File: src/rtl/peq_pkg.sv
// Shared types for the priority-encoder event queue.
//   peq_state_t : stability filter states
//   peq_code_t  : 3-bit encoder code (active-low Q or decoded event code)
package peq_pkg;

  localparam int unsigned ENC_W = 3;

  typedef logic [ENC_W-1:0] peq_code_t;

  typedef enum logic [1:0] {
    IDLE   = 2'd0,
    SETTLE = 2'd1,
    HELD   = 2'd2
  } peq_state_t;

  // Encoder Q is active-low; the event code is its complement.
  function automatic peq_code_t q_to_code(input peq_code_t q);
    return ~q;
  endfunction

endpackage

File: src/rtl/peq_fifo.sv
// First-word-fall-through FIFO with registered pointers and occupancy count.
// Ports:
//   clk, rst_n     : clock, async active-low reset
//   push_i, data_i : write request and data (accepted when not full, or full with pop)
//   pop_i          : remove head (ignored when empty)
//   data_o         : head entry, zero when empty
//   full_o/empty_o : occupancy flags
module peq_fifo #(
  parameter int unsigned WIDTH = 3,
  parameter int unsigned DEPTH = 4
) (
  input  logic             clk,
  input  logic             rst_n,
  input  logic             push_i,
  input  logic [WIDTH-1:0] data_i,
  input  logic             pop_i,
  output logic [WIDTH-1:0] data_o,
  output logic             full_o,
  output logic             empty_o
);

  localparam int unsigned PTR_W = $clog2(DEPTH);
  localparam int unsigned CNT_W = PTR_W + 1;

  logic [WIDTH-1:0] mem_q [DEPTH];
  logic [PTR_W-1:0] wr_q, rd_q;
  logic [CNT_W-1:0] cnt_q;
  logic             do_push, do_pop;

  assign empty_o = (cnt_q == '0);
  assign full_o  = (cnt_q == CNT_W'(DEPTH));
  assign do_pop  = pop_i && !empty_o;
  // A full FIFO still accepts a write when the head leaves in the same cycle.
  assign do_push = push_i && (!full_o || do_pop);
  assign data_o  = empty_o ? '0 : mem_q[rd_q];

  // Pointers and occupancy; power-of-2 depth lets pointers wrap naturally.
  always_ff @(posedge clk or negedge rst_n) begin
    if (!rst_n) begin
      wr_q  <= '0;
      rd_q  <= '0;
      cnt_q <= '0;
    end else begin
      if (do_push) wr_q <= wr_q + PTR_W'(1);
      if (do_pop)  rd_q <= rd_q + PTR_W'(1);
      case ({do_push, do_pop})
        2'b10:   cnt_q <= cnt_q + CNT_W'(1);
        2'b01:   cnt_q <= cnt_q - CNT_W'(1);
        default: cnt_q <= cnt_q;
      endcase
    end
  end

  // Storage needs no reset; entries are only visible once written.
  always_ff @(posedge clk) begin
    if (do_push) mem_q[wr_q] <= data_i;
  end

endmodule

File: src/rtl/prio_event_queue.sv
// Event queue behind a 74LS148-style priority encoder.
// Synchronises {gs,q,eo}, filters the code for stability, pushes one event
// per accepted request into a FWFT FIFO drained by a valid/ready consumer.
// Optional feature macro: PEQ_TIMESTAMP_EN (adds TS_W timestamp per entry and evt_ts port).
// Ports:
//   clk, rst_n          : clock, async active-low reset
//   enc_q/enc_gs/enc_eo : raw encoder outputs (active low, asynchronous)
//   evt_ready           : consumer takes head event
//   evt_valid/evt_code  : FIFO non-empty / head code (0 when empty)
//   enc_idle            : synchronised ~eo
//   ovf, ovf_clr        : sticky drop flag and its clear
//   evt_ts              : head timestamp (PEQ_TIMESTAMP_EN only)
module prio_event_queue
  import peq_pkg::*;
#(
  parameter int unsigned STABLE_CYCLES = 4,
  parameter int unsigned DEPTH         = 4
`ifdef PEQ_TIMESTAMP_EN
  ,parameter int unsigned TS_W         = 16
`endif
) (
  input  logic             clk,
  input  logic             rst_n,
  input  logic [ENC_W-1:0] enc_q,
  input  logic             enc_gs,
  input  logic             enc_eo,
  input  logic             evt_ready,
  output logic             evt_valid,
  output logic [ENC_W-1:0] evt_code,
  output logic             enc_idle,
  output logic             ovf,
  input  logic             ovf_clr
`ifdef PEQ_TIMESTAMP_EN
  ,output logic [TS_W-1:0] evt_ts
`endif
);

  localparam int unsigned SYNC_W = ENC_W + 2;
  localparam int unsigned CNT_W  = (STABLE_CYCLES > 1) ? $clog2(STABLE_CYCLES) : 1;
  localparam logic [CNT_W-1:0] CNT_LAST = CNT_W'(STABLE_CYCLES - 1);
`ifdef PEQ_TIMESTAMP_EN
  localparam int unsigned FIFO_W = ENC_W + TS_W;
`else
  localparam int unsigned FIFO_W = ENC_W;
`endif

  // 2-FF synchroniser; reset to all-ones so the encoder looks inactive.
  logic [SYNC_W-1:0] sync1_q, sync2_q;
  logic              gs_s, eo_s;
  peq_code_t         q_s;

  always_ff @(posedge clk or negedge rst_n) begin
    if (!rst_n) begin
      sync1_q <= '1;
      sync2_q <= '1;
    end else begin
      sync1_q <= {enc_gs, enc_q, enc_eo};
      sync2_q <= sync1_q;
    end
  end

  assign gs_s     = sync2_q[SYNC_W-1];
  assign q_s      = sync2_q[ENC_W:1];
  assign eo_s     = sync2_q[0];
  assign enc_idle = ~eo_s;

  // Stability filter: state register.
  peq_state_t       state_q, state_d;
  peq_code_t        cand_q, cand_d;
  logic [CNT_W-1:0] cnt_q, cnt_d;
  logic             push_c;

  always_ff @(posedge clk or negedge rst_n) begin
    if (!rst_n) begin
      state_q <= IDLE;
      cand_q  <= '1;
      cnt_q   <= '0;
    end else begin
      state_q <= state_d;
      cand_q  <= cand_d;
      cnt_q   <= cnt_d;
    end
  end

  // Stability filter: next state. Any code change restarts the count.
  always_comb begin
    state_d = state_q;
    cand_d  = cand_q;
    cnt_d   = cnt_q;
    case (state_q)
      IDLE: begin
        if (!gs_s) begin
          state_d = SETTLE;
          cand_d  = q_s;
          cnt_d   = '0;
        end
      end
      SETTLE: begin
        if (gs_s) begin
          state_d = IDLE;
        end else if (q_s != cand_q) begin
          cand_d = q_s;
          cnt_d  = '0;
        end else if (cnt_q == CNT_LAST) begin
          state_d = HELD;
        end else begin
          cnt_d = cnt_q + CNT_W'(1);
        end
      end
      HELD: begin
        if (gs_s) begin
          state_d = IDLE;
        end else if (q_s != cand_q) begin
          state_d = SETTLE;
          cand_d  = q_s;
          cnt_d   = '0;
        end
      end
      default: state_d = IDLE;
    endcase
  end

  // Stability filter: output decode (one push on the SETTLE->HELD step).
  always_comb begin
    push_c = 1'b0;
    if (state_q == SETTLE && !gs_s && q_s == cand_q && cnt_q == CNT_LAST) push_c = 1'b1;
  end

  // Registered push request and code into the FIFO.
  logic      push_q;
  peq_code_t push_code_q;

  always_ff @(posedge clk or negedge rst_n) begin
    if (!rst_n) begin
      push_q      <= 1'b0;
      push_code_q <= '0;
    end else begin
      push_q      <= push_c;
      push_code_q <= q_to_code(cand_q);
    end
  end

  logic [FIFO_W-1:0] fifo_wdata, fifo_rdata;
  logic              fifo_full, fifo_empty, pop;

`ifdef PEQ_TIMESTAMP_EN
  // Free-running timestamp, sampled on the cycle the entry is written.
  logic [TS_W-1:0] ts_q;

  always_ff @(posedge clk or negedge rst_n) begin
    if (!rst_n) ts_q <= '0;
    else        ts_q <= ts_q + TS_W'(1);
  end

  assign fifo_wdata = {ts_q, push_code_q};
  assign evt_ts     = fifo_rdata[FIFO_W-1:ENC_W];
`else
  assign fifo_wdata = push_code_q;
`endif

  assign pop       = evt_ready && !fifo_empty;
  assign evt_valid = !fifo_empty;
  assign evt_code  = fifo_rdata[ENC_W-1:0];

  peq_fifo #(
    .WIDTH (FIFO_W),
    .DEPTH (DEPTH)
  ) u_fifo (
    .clk     (clk),
    .rst_n   (rst_n),
    .push_i  (push_q),
    .data_i  (fifo_wdata),
    .pop_i   (pop),
    .data_o  (fifo_rdata),
    .full_o  (fifo_full),
    .empty_o (fifo_empty)
  );

  // Sticky overflow; a drop in the same cycle as a clear keeps it set.
  logic ovf_q, ovf_d;

  always_comb begin
    ovf_d = ovf_q;
    if (ovf_clr) ovf_d = 1'b0;
    if (push_q && fifo_full && !pop) ovf_d = 1'b1;
  end

  always_ff @(posedge clk or negedge rst_n) begin
    if (!rst_n) ovf_q <= 1'b0;
    else        ovf_q <= ovf_d;
  end

  assign ovf = ovf_q;

endmodule

File: config.mk
export PLATFORM = sky130hd
export DESIGN_NAME = prio_event_queue
export DESIGN_NICKNAME = d
export VERILOG_FILES = /design/src/rtl/peq_pkg.sv /design/src/rtl/peq_fifo.sv /design/src/rtl/prio_event_queue.sv
export SDC_FILE = /design/constraint.sdc
export NUM_CORES = 1
export LEC_CHECK = 0
export CAP_MARGIN = 10
export CORE_ASPECT_RATIO = 1.4
export CORE_UTILIZATION = 40
export CTS_BUF_LIST = sky130_fd_sc_hd__clkbuf_8
export DETAILED_ROUTE_END_ITERATION = 7
export PLACE_DENSITY = 0.7
export SETUP_SLACK_MARGIN = 0.5
export SYNTH_ARGS = -nofsm -noshare
export SYNTH_HDL_FRONTEND = slang
export SYNTH_SLANG_ARGS = --single-unit
File: constraint.sdc
create_clock -name clk -period 2.7 [get_ports clk]
set_input_delay 0.54 -clock clk [delete_from_list [all_inputs] [get_ports clk]]
set_output_delay 0.54 -clock clk [all_outputs]
set_load 0.05 [all_outputs]
==> results.py, run 1 <==
metrics = {
    "yosys": {
        "yosys.area_share.simple": 0.0925,
        "synth_edf_count": 12,
        "ys_ff_latch": 41,
        "synth_top_area_frac": 0.219,
        "synth-xor-area-share": 0.0576,
        "synth_cell_types": 38,
        "yosysWarnings": 0,
        "mappedNetlistArea_sq_um": 1830,
        "avgSynthCellArea_sq_um": 13.6,
        "synth_compound_area_frac": 0.0562,
        "synth_fa_ha_area_frac": 0.0795,
        "muxShareOfSynthArea": 0.0733,
        "synth-seq-area-share": 0.604,
        "postSynthCellCount": 134,
        "synth_area_leaders": "dfrtp_1 (22%), edfxtp_1 (20%), dfstp_2 (19%), ha_1 (6.9%), mux4_2 (3.7%)",
        "synth_top_family_by_area": "simple AND/OR/NAND/NOR gates",
        "synth.net_count": 154,
        "synth_area_leader_cell": "dfrtp_1",
        "synth-main-ff-cell": "dfrtp_1",
        "async_reset_ff_frac": 0.707,
    },
    "clock_tree": {
        "cts_tree": "yes",
        "cts-buffers-inserted": 5,
        "cts.clk_slew.worst_paths_ns": 0.07,
        "clkSinkCount": 41,
        "clk_latency_ns": 0.29,
        "cts_hold_buf": 0,
        "cts_root_buffer": "clkbuf_8",
        "h-tree-depth": 2,
        "clock_path_buffers": 2,
    },
    "critical_path": {
        "cp_cell_sequence": "mux4_2 -> and2_1 -> buf_2",
        "setup.worst_path.end_class": "primary output",
        "critPathArrivalTime_ns": 1.60,
        "cp_max_fo": 5,
        "critPathBufInv": 1,
        "worstPathRequired_ns": 2.16,
        "critPathLaunchType": "flop",
        "worstSetupPathType": "reg -> out",
        "slowest_delay_ns": 0.51,
        "critPathSlowestCell": "mux4_2",
        "crit_family": "multiplexers",
    },
    "drt": {
        "vias": 1072,
        "drc": 0,
        "drt_wl_total_mm": 2.77,
        "drt_iter0_markers": 31,
        "ant_nets": 0,
        "dr.pass1.iters": 4,
        "via_per_inst": 4.96,
        "post_drt_wl_per_cell_microns": 12.8,
    },
    "sta": {
        "hold_viol": 0,
        "fin_hold_ws_ns": 0.358,
        "tightestPinTransition_ns": 0.468,
        "min_period_ns": 2.14,
        "fin_tns_setup_ns": 0,
        "slew_headroom": 0.680,
        "fmax_mhz": 467,
        "rsz0062_at_grt": "yes",
        "skew_ns": 0.00665,
        "final_max_slew_viol_count": 0,
        "fin_crit_sh": 0.793,
        "setup_viol": 0,
    },
    "power_and_ir_drop": {
        "power.switching_mw": 0.635,
        "p_leak_nw": 0.907,
        "power.density_nw_per_um2": 925,
        "power_frac_seq": 0.433,
        "pwr-share-clk": 0.280,
        "p_int_mw": 1.38,
        "power.share.combinational": 0.287,
        "p_sw_frac": 0.315,
        "irDropWorstVdd_v": 0.000400,
    },
    "final_layout": {
        "nets": 175,
        "drive_gt1_frac": 0.269,
        "final_util": 0.505,
        "area_growth_pct": 19.3,
        "diodes": 0,
        "instances_no_fill": 216,
    },
    "floorplanning": {
        "start_util": 0.424,
        "rows": 28,
        "pin_count": 15,
        "die_h_microns": 81.9,
        "dieArea_sq_um": 4840,
        "core_area_sq_um": 4310,
        "dieWidth_microns": 59.1,
    },
    "run_status": {
        "status": "completed",
    },
    "placed_design": {
        "dp.cells": 207,
        "dp_hpwl_mm": 2.07,
        "port_buffers": 14,
        "gp_congestion": 0.813,
    },
    "global_route": {
        "track_usage": 0.139,
        "grt_max_degree": 30,
        "antenna_found_initial": 0,
        "grt_pass1_wl_mm": 4.77,
        "grt_pass1_vias": 1151,
        "gr-total-overflow": 0,
    },
    "worst_hold_path": {
        "hp-class": "reg -> reg",
    },
    "flow_run": {
        "drv_cap": 0,
    },
}
## through the flow
| step | setup slack (ns) | area [sq um] | total power, mW |
|---|---|---|---|
| after floorplan | 0.526 | 1830 | 1.32 |
| after global placement | 0.205 | 2040 | 1.45 |
| after detailed placement | 0.0481 | 2040 | 1.49 |
| after CTS | 0.320 | 2180 | 2.04 |
| after global routing | 0.488 | 2180 | 2.13 |
| final | 0.558 | 2180 | 2.01 |
## placed cells by master, fill, tap and decap left out, drive strengths merged, types with 3 or more instances in the layout
cell type and instances:
clkbuf 6, and2 8, dfrtp 16, mux4 3, clkdlybuf4s50 9, mux2 5
edfxtp 12, o21ai 3, inv 15, nand3 4, xnor2 6, nand2 3
ha 10, dfstp 13, xor2 6, buf 6, nor2 4
## power by group through the flow
stage	registers, mW	clock network, mW	logic [mW]
floorplan	0.840	0	0.475
global placement	0.873	0	0.578
detailed placement	0.883	0	0.607
CTS	0.875	0.582	0.587
global route	0.891	0.608	0.630
finish	0.873	0.564	0.577
## cells in the mapped netlist, types with 3 or more instances
cell type	count
nand3_1	4
xnor2_1	6
xor2_1	6
mux2_2	5
ha_1	10
inv_1	15
nor2_1	4
dfstp_2	13
mux4_2	3
edfxtp_1	12
dfrtp_1	16
nand2_1	3
o21ai_0	3
and2_1	8
## cell type report
cell class                      instances  area [sq um]
Tap cell                               60          75.1
Inverter                               15          56.3
Sequential cell                        41          1100
Multi-Input combinational cell         75           667
Clock buffer                            5          68.8
Fill cell                             376          2130
Clock inverter                          3          65.1
Timing Repair Buffer                   17           141
## logic make-up (layout without fill, tap and decap cells)
family / Yosys count / in the layout
and+or+nand+nor: 30 / 30
muxes: 9 / 9
xor gates and xnor gates: 12 / 12
adders and majority gates: 11 / 11
buffers and inverters: 18 / 40
AOI/OAI and AO/OA: 13 / 13
DFF: 41 / 41
## path summary, 6_finish.rpt
| path | cells after the start | from | to | slack (ns) |
|---|---|---|---|---|
| min in group asynchronous | 2 | rst_n | fifo_wdata[1] | 0.63 |
| max | 3 | u_fifo.rd_q[0] | evt_code[1] | 0.56 |
| min | 0 | sync1_q[2] | sync2_q[2] | 0.36 |
| max reg2reg | 8 | u_fifo.cnt_q[0] | u_fifo.cnt_q[2] | 0.65 |
| max in group asynchronous | 2 | rst_n | sync2_q[1] | 1.76 |
| min reg2reg | 0 | sync1_q[2] | sync2_q[2] | 0.36 |
## what timing repair did
action | 4_1_cts | 5_1_grt
setup buffers | 1 | 0
setup endpoints to repair | 5 | 2
pin swaps | 2 | 0
resized for setup | 17 | 5
## metal layers
layer	global-route usage	wire length [microns]	part of all wire	up-vias
met3	0.0504	104	0.037	4
li1	-	-	-	505
met4	0.100	44	0.016	0
met1	0.130	1030	0.37	531
met5	0	0	0	-
met2	0.245	1590	0.57	32
## state kept, by name (all words and copies together) (netlist names), 2 cells and up
signal        count
cand_q            3
u_fifo.cnt_q      3
sync1_q           5
u_fifo.rd_q       2
u_fifo.mem_q     12
state_q           2
sync2_q           5
fifo_wdata        3
u_fifo.wr_q       2
cnt_q             2
Note: power is estimated with default switching activity, not from simulation.
==> run 2, diff against run 1 <==
==> constraint.sdc (replaced) <==
create_clock -name clk -period 2.1 [get_ports clk]
set_input_delay 0.42 -clock clk [delete_from_list [all_inputs] [get_ports clk]]
set_output_delay 0.42 -clock clk [all_outputs]
set_load 0.05 [all_outputs]
==> run 2 against run 1 <==
  * Register-to-register slack got worse by 0.43 ns
  * Die area did not move
  * Utilization rose by 4.7 points
  * Via count rose by 4.6%
  * Flip-flop and latch count did not move
  * Sequential share of layout area fell by 4.3 points
  * Cell count rose by 4.2%
  * Hold slack got worse by 0.00061 ns
  * Critical path type unchanged
  * Largest cell class unchanged
  * Highest routed layer unchanged
==> results.py, run 2 (synthesis results as in run 1) <==
metrics = {
    "run_status": {
        "status": "completed",
    },
    "placed_design": {
        "gp_congestion": 0.808,
        "dp_hpwl_mm": 2.06,
        "port_buffers": 14,
    },
    "floorplanning": {
        "start_util": 0.424,
        "core_area_sq_um": 4310,
        "dieArea_sq_um": 4840,
        "die_h_microns": 81.9,
        "rows": 28,
        "pin_count": 15,
        "dieWidth_microns": 59.1,
    },
    "drt": {
        "via_per_inst": 4.98,
        "drt_wl_total_mm": 3.12,
        "dr.pass1.iters": 5,
        "post_drt_wl_per_cell_microns": 13.9,
        "vias": 1121,
        "drc": 0,
        "ant_nets": 0,
        "drt_iter0_markers": 23,
    },
    "power_and_ir_drop": {
        "p_total_mw": 2.75,
        "power.density_nw_per_um2": 1160,
        "irDropWorstVdd_v": 0.000573,
        "p_leak_nw": 0.994,
    },
    "worst_hold_path": {
        "hp-class": "reg -> reg",
        "worstHoldStart": "sync1_q[3]",
        "holdPathStages": 0,
        "whs_endpoint": "sync2_q[3]",
    },
    "critical_path": {
        "rr_startpoint": "u_fifo.cnt_q[1]",
        "setup.worst_path.end_class": "primary output",
        "worstSetupPathType": "reg -> out",
        "cp_max_fo": 5,
        "reg2reg_depth": 9,
        "r2r_slack_ns": 0.22,
        "worstPathRequired_ns": 1.68,
        "critPathLaunchType": "flop",
        "critPathArrivalTime_ns": 1.55,
        "startpoint": "u_fifo.rd_q[0]",
        "r2r_end": "u_fifo.cnt_q[2]",
    },
    "sta": {
        "fmax_mhz": 509,
        "skew_ns": 0.00280,
        "min_period_ns": 1.97,
        "rsz0062_at_grt": "yes",
        "setup_viol": 0,
        "hold_viol": 0,
        "slew_headroom": 0.752,
        "tightestPinTransition_ns": 0.373,
        "final_max_slew_viol_count": 0,
        "fin_crit_sh": 0.936,
    },
    "final_layout": {
        "largest_register": "u_fifo.mem_q",
        "nets": 184,
        "final_common_cell": "dfrtp_1",
        "area_growth_pct": 30.4,
        "final_util": 0.552,
        "diodes": 0,
        "largest_reg_flops": 12,
        "reg_top3": "u_fifo.mem_q: 12 flops, sync1_q: 5 flops, sync2_q: 5 flops",
        "drive_gt1_frac": 0.455,
        "mostFrequentLayoutCells": "dfrtp_1 (15), dfstp_2 (13), buf_4 (12), edfxtp_1 (12), inv_1 (11)",
    },
    "global_route": {
        "gr-total-overflow": 0,
        "track_usage": 0.138,
        "grt_pass1_vias": 1128,
        "grt_pass1_wl_mm": 4.80,
        "grt_max_degree": 30,
        "antenna_found_initial": 0,
    },
    "clock_tree": {
        "clock_path_buffers": 2,
        "cts_hold_buf": 0,
        "clkSinkCount": 41,
        "cts_tree": "yes",
        "clk_latency_ns": 0.29,
        "cts-buffers-inserted": 5,
        "cts.clk_slew.worst_paths_ns": 0.08,
        "cts_root_buffer": "clkbuf_8",
        "h-tree-depth": 2,
    },
    "flow_run": {
        "drv_cap": 0,
    },
}
## run 2: cell types whose count changed in the layout (fill, tap and decap cells not counted), sizes merged
cell           previous run  this run
buf                       6        17
bufinv                    2         0
clkdlybuf4s50             9         7
clkinv                    1         2
clkinvlp                  0         1
## run 2: metrics by stage
step / TNS (ns) / hold WS, ns / cells / cell area [sq um] / setup slack [ns]
final: 0 / 0.357 / 225 / 2380 / 0.134
after global routing: 0 / 0.363 / 225 / 2380 / 0.0827
after CTS: 0 / 0.358 / 220 / 2270 / 0.113
after detailed placement: -0.400 / 0.347 / 209 / 2090 / -0.273
after global placement: -0.270 / 0.346 / 209 / 2090 / -0.205
after floorplan: 0 / 0.124 / 134 / 1870 / 0.164
## run 2: report_power, final
part,internal [mW],switching [mW]
sequential,0.989,0.174
clock,0.229,0.258
combinational,0.576,0.526
## run 2: worst max-delay path by stage
stage	end	slack (ns)	depth (start not counted)
2_1_floorplan	u_fifo.cnt_q[2]	0.16	10
3_3_place_gp	u_fifo.cnt_q[2]	-0.20	10
3_5_place_dp	u_fifo.cnt_q[2]	-0.27	10
4_1_cts	evt_code[1]	0.11	3
5_1_grt	evt_code[1]	0.08	3
6_report	evt_code[1]	0.13	3
## run 2: routing by layer
metal	GRT usage	wire (microns)	vias up
li1	-	-	519
met1	0.135	1150	563
met2	0.263	1780	33
met3	0.0425	134	6
met4	0.0571	56	0
met5	0	0	-
## run 2: cell type report
cell class | count | area (sq um)
well taps | 60 | 75.1
inverters | 15 | 56.3
flip-flops and latches | 41 | 1100
clock buffers | 5 | 68.8
repair buffers | 26 | 235
clock inverters | 3 | 17.5
multi-input cells | 75 | 823
fillers | 369 | 1930
## run 2: repair_timing
| action | in CTS | in global routing |
|---|---|---|
| endpoints found under the setup margin | 14 | 14 |
| pin swaps | 11 | 8 |
| buffers inserted | 3 | 5 |
| gates cloned | 0 | 0 |
| resized for setup | 23 | 16 |
## run 2: critical path: stages, from the launching register on
cell and delay, ns:
dfrtp_2 0.44, mux4_2 0.52, and2_4 0.16, buf_8 0.14
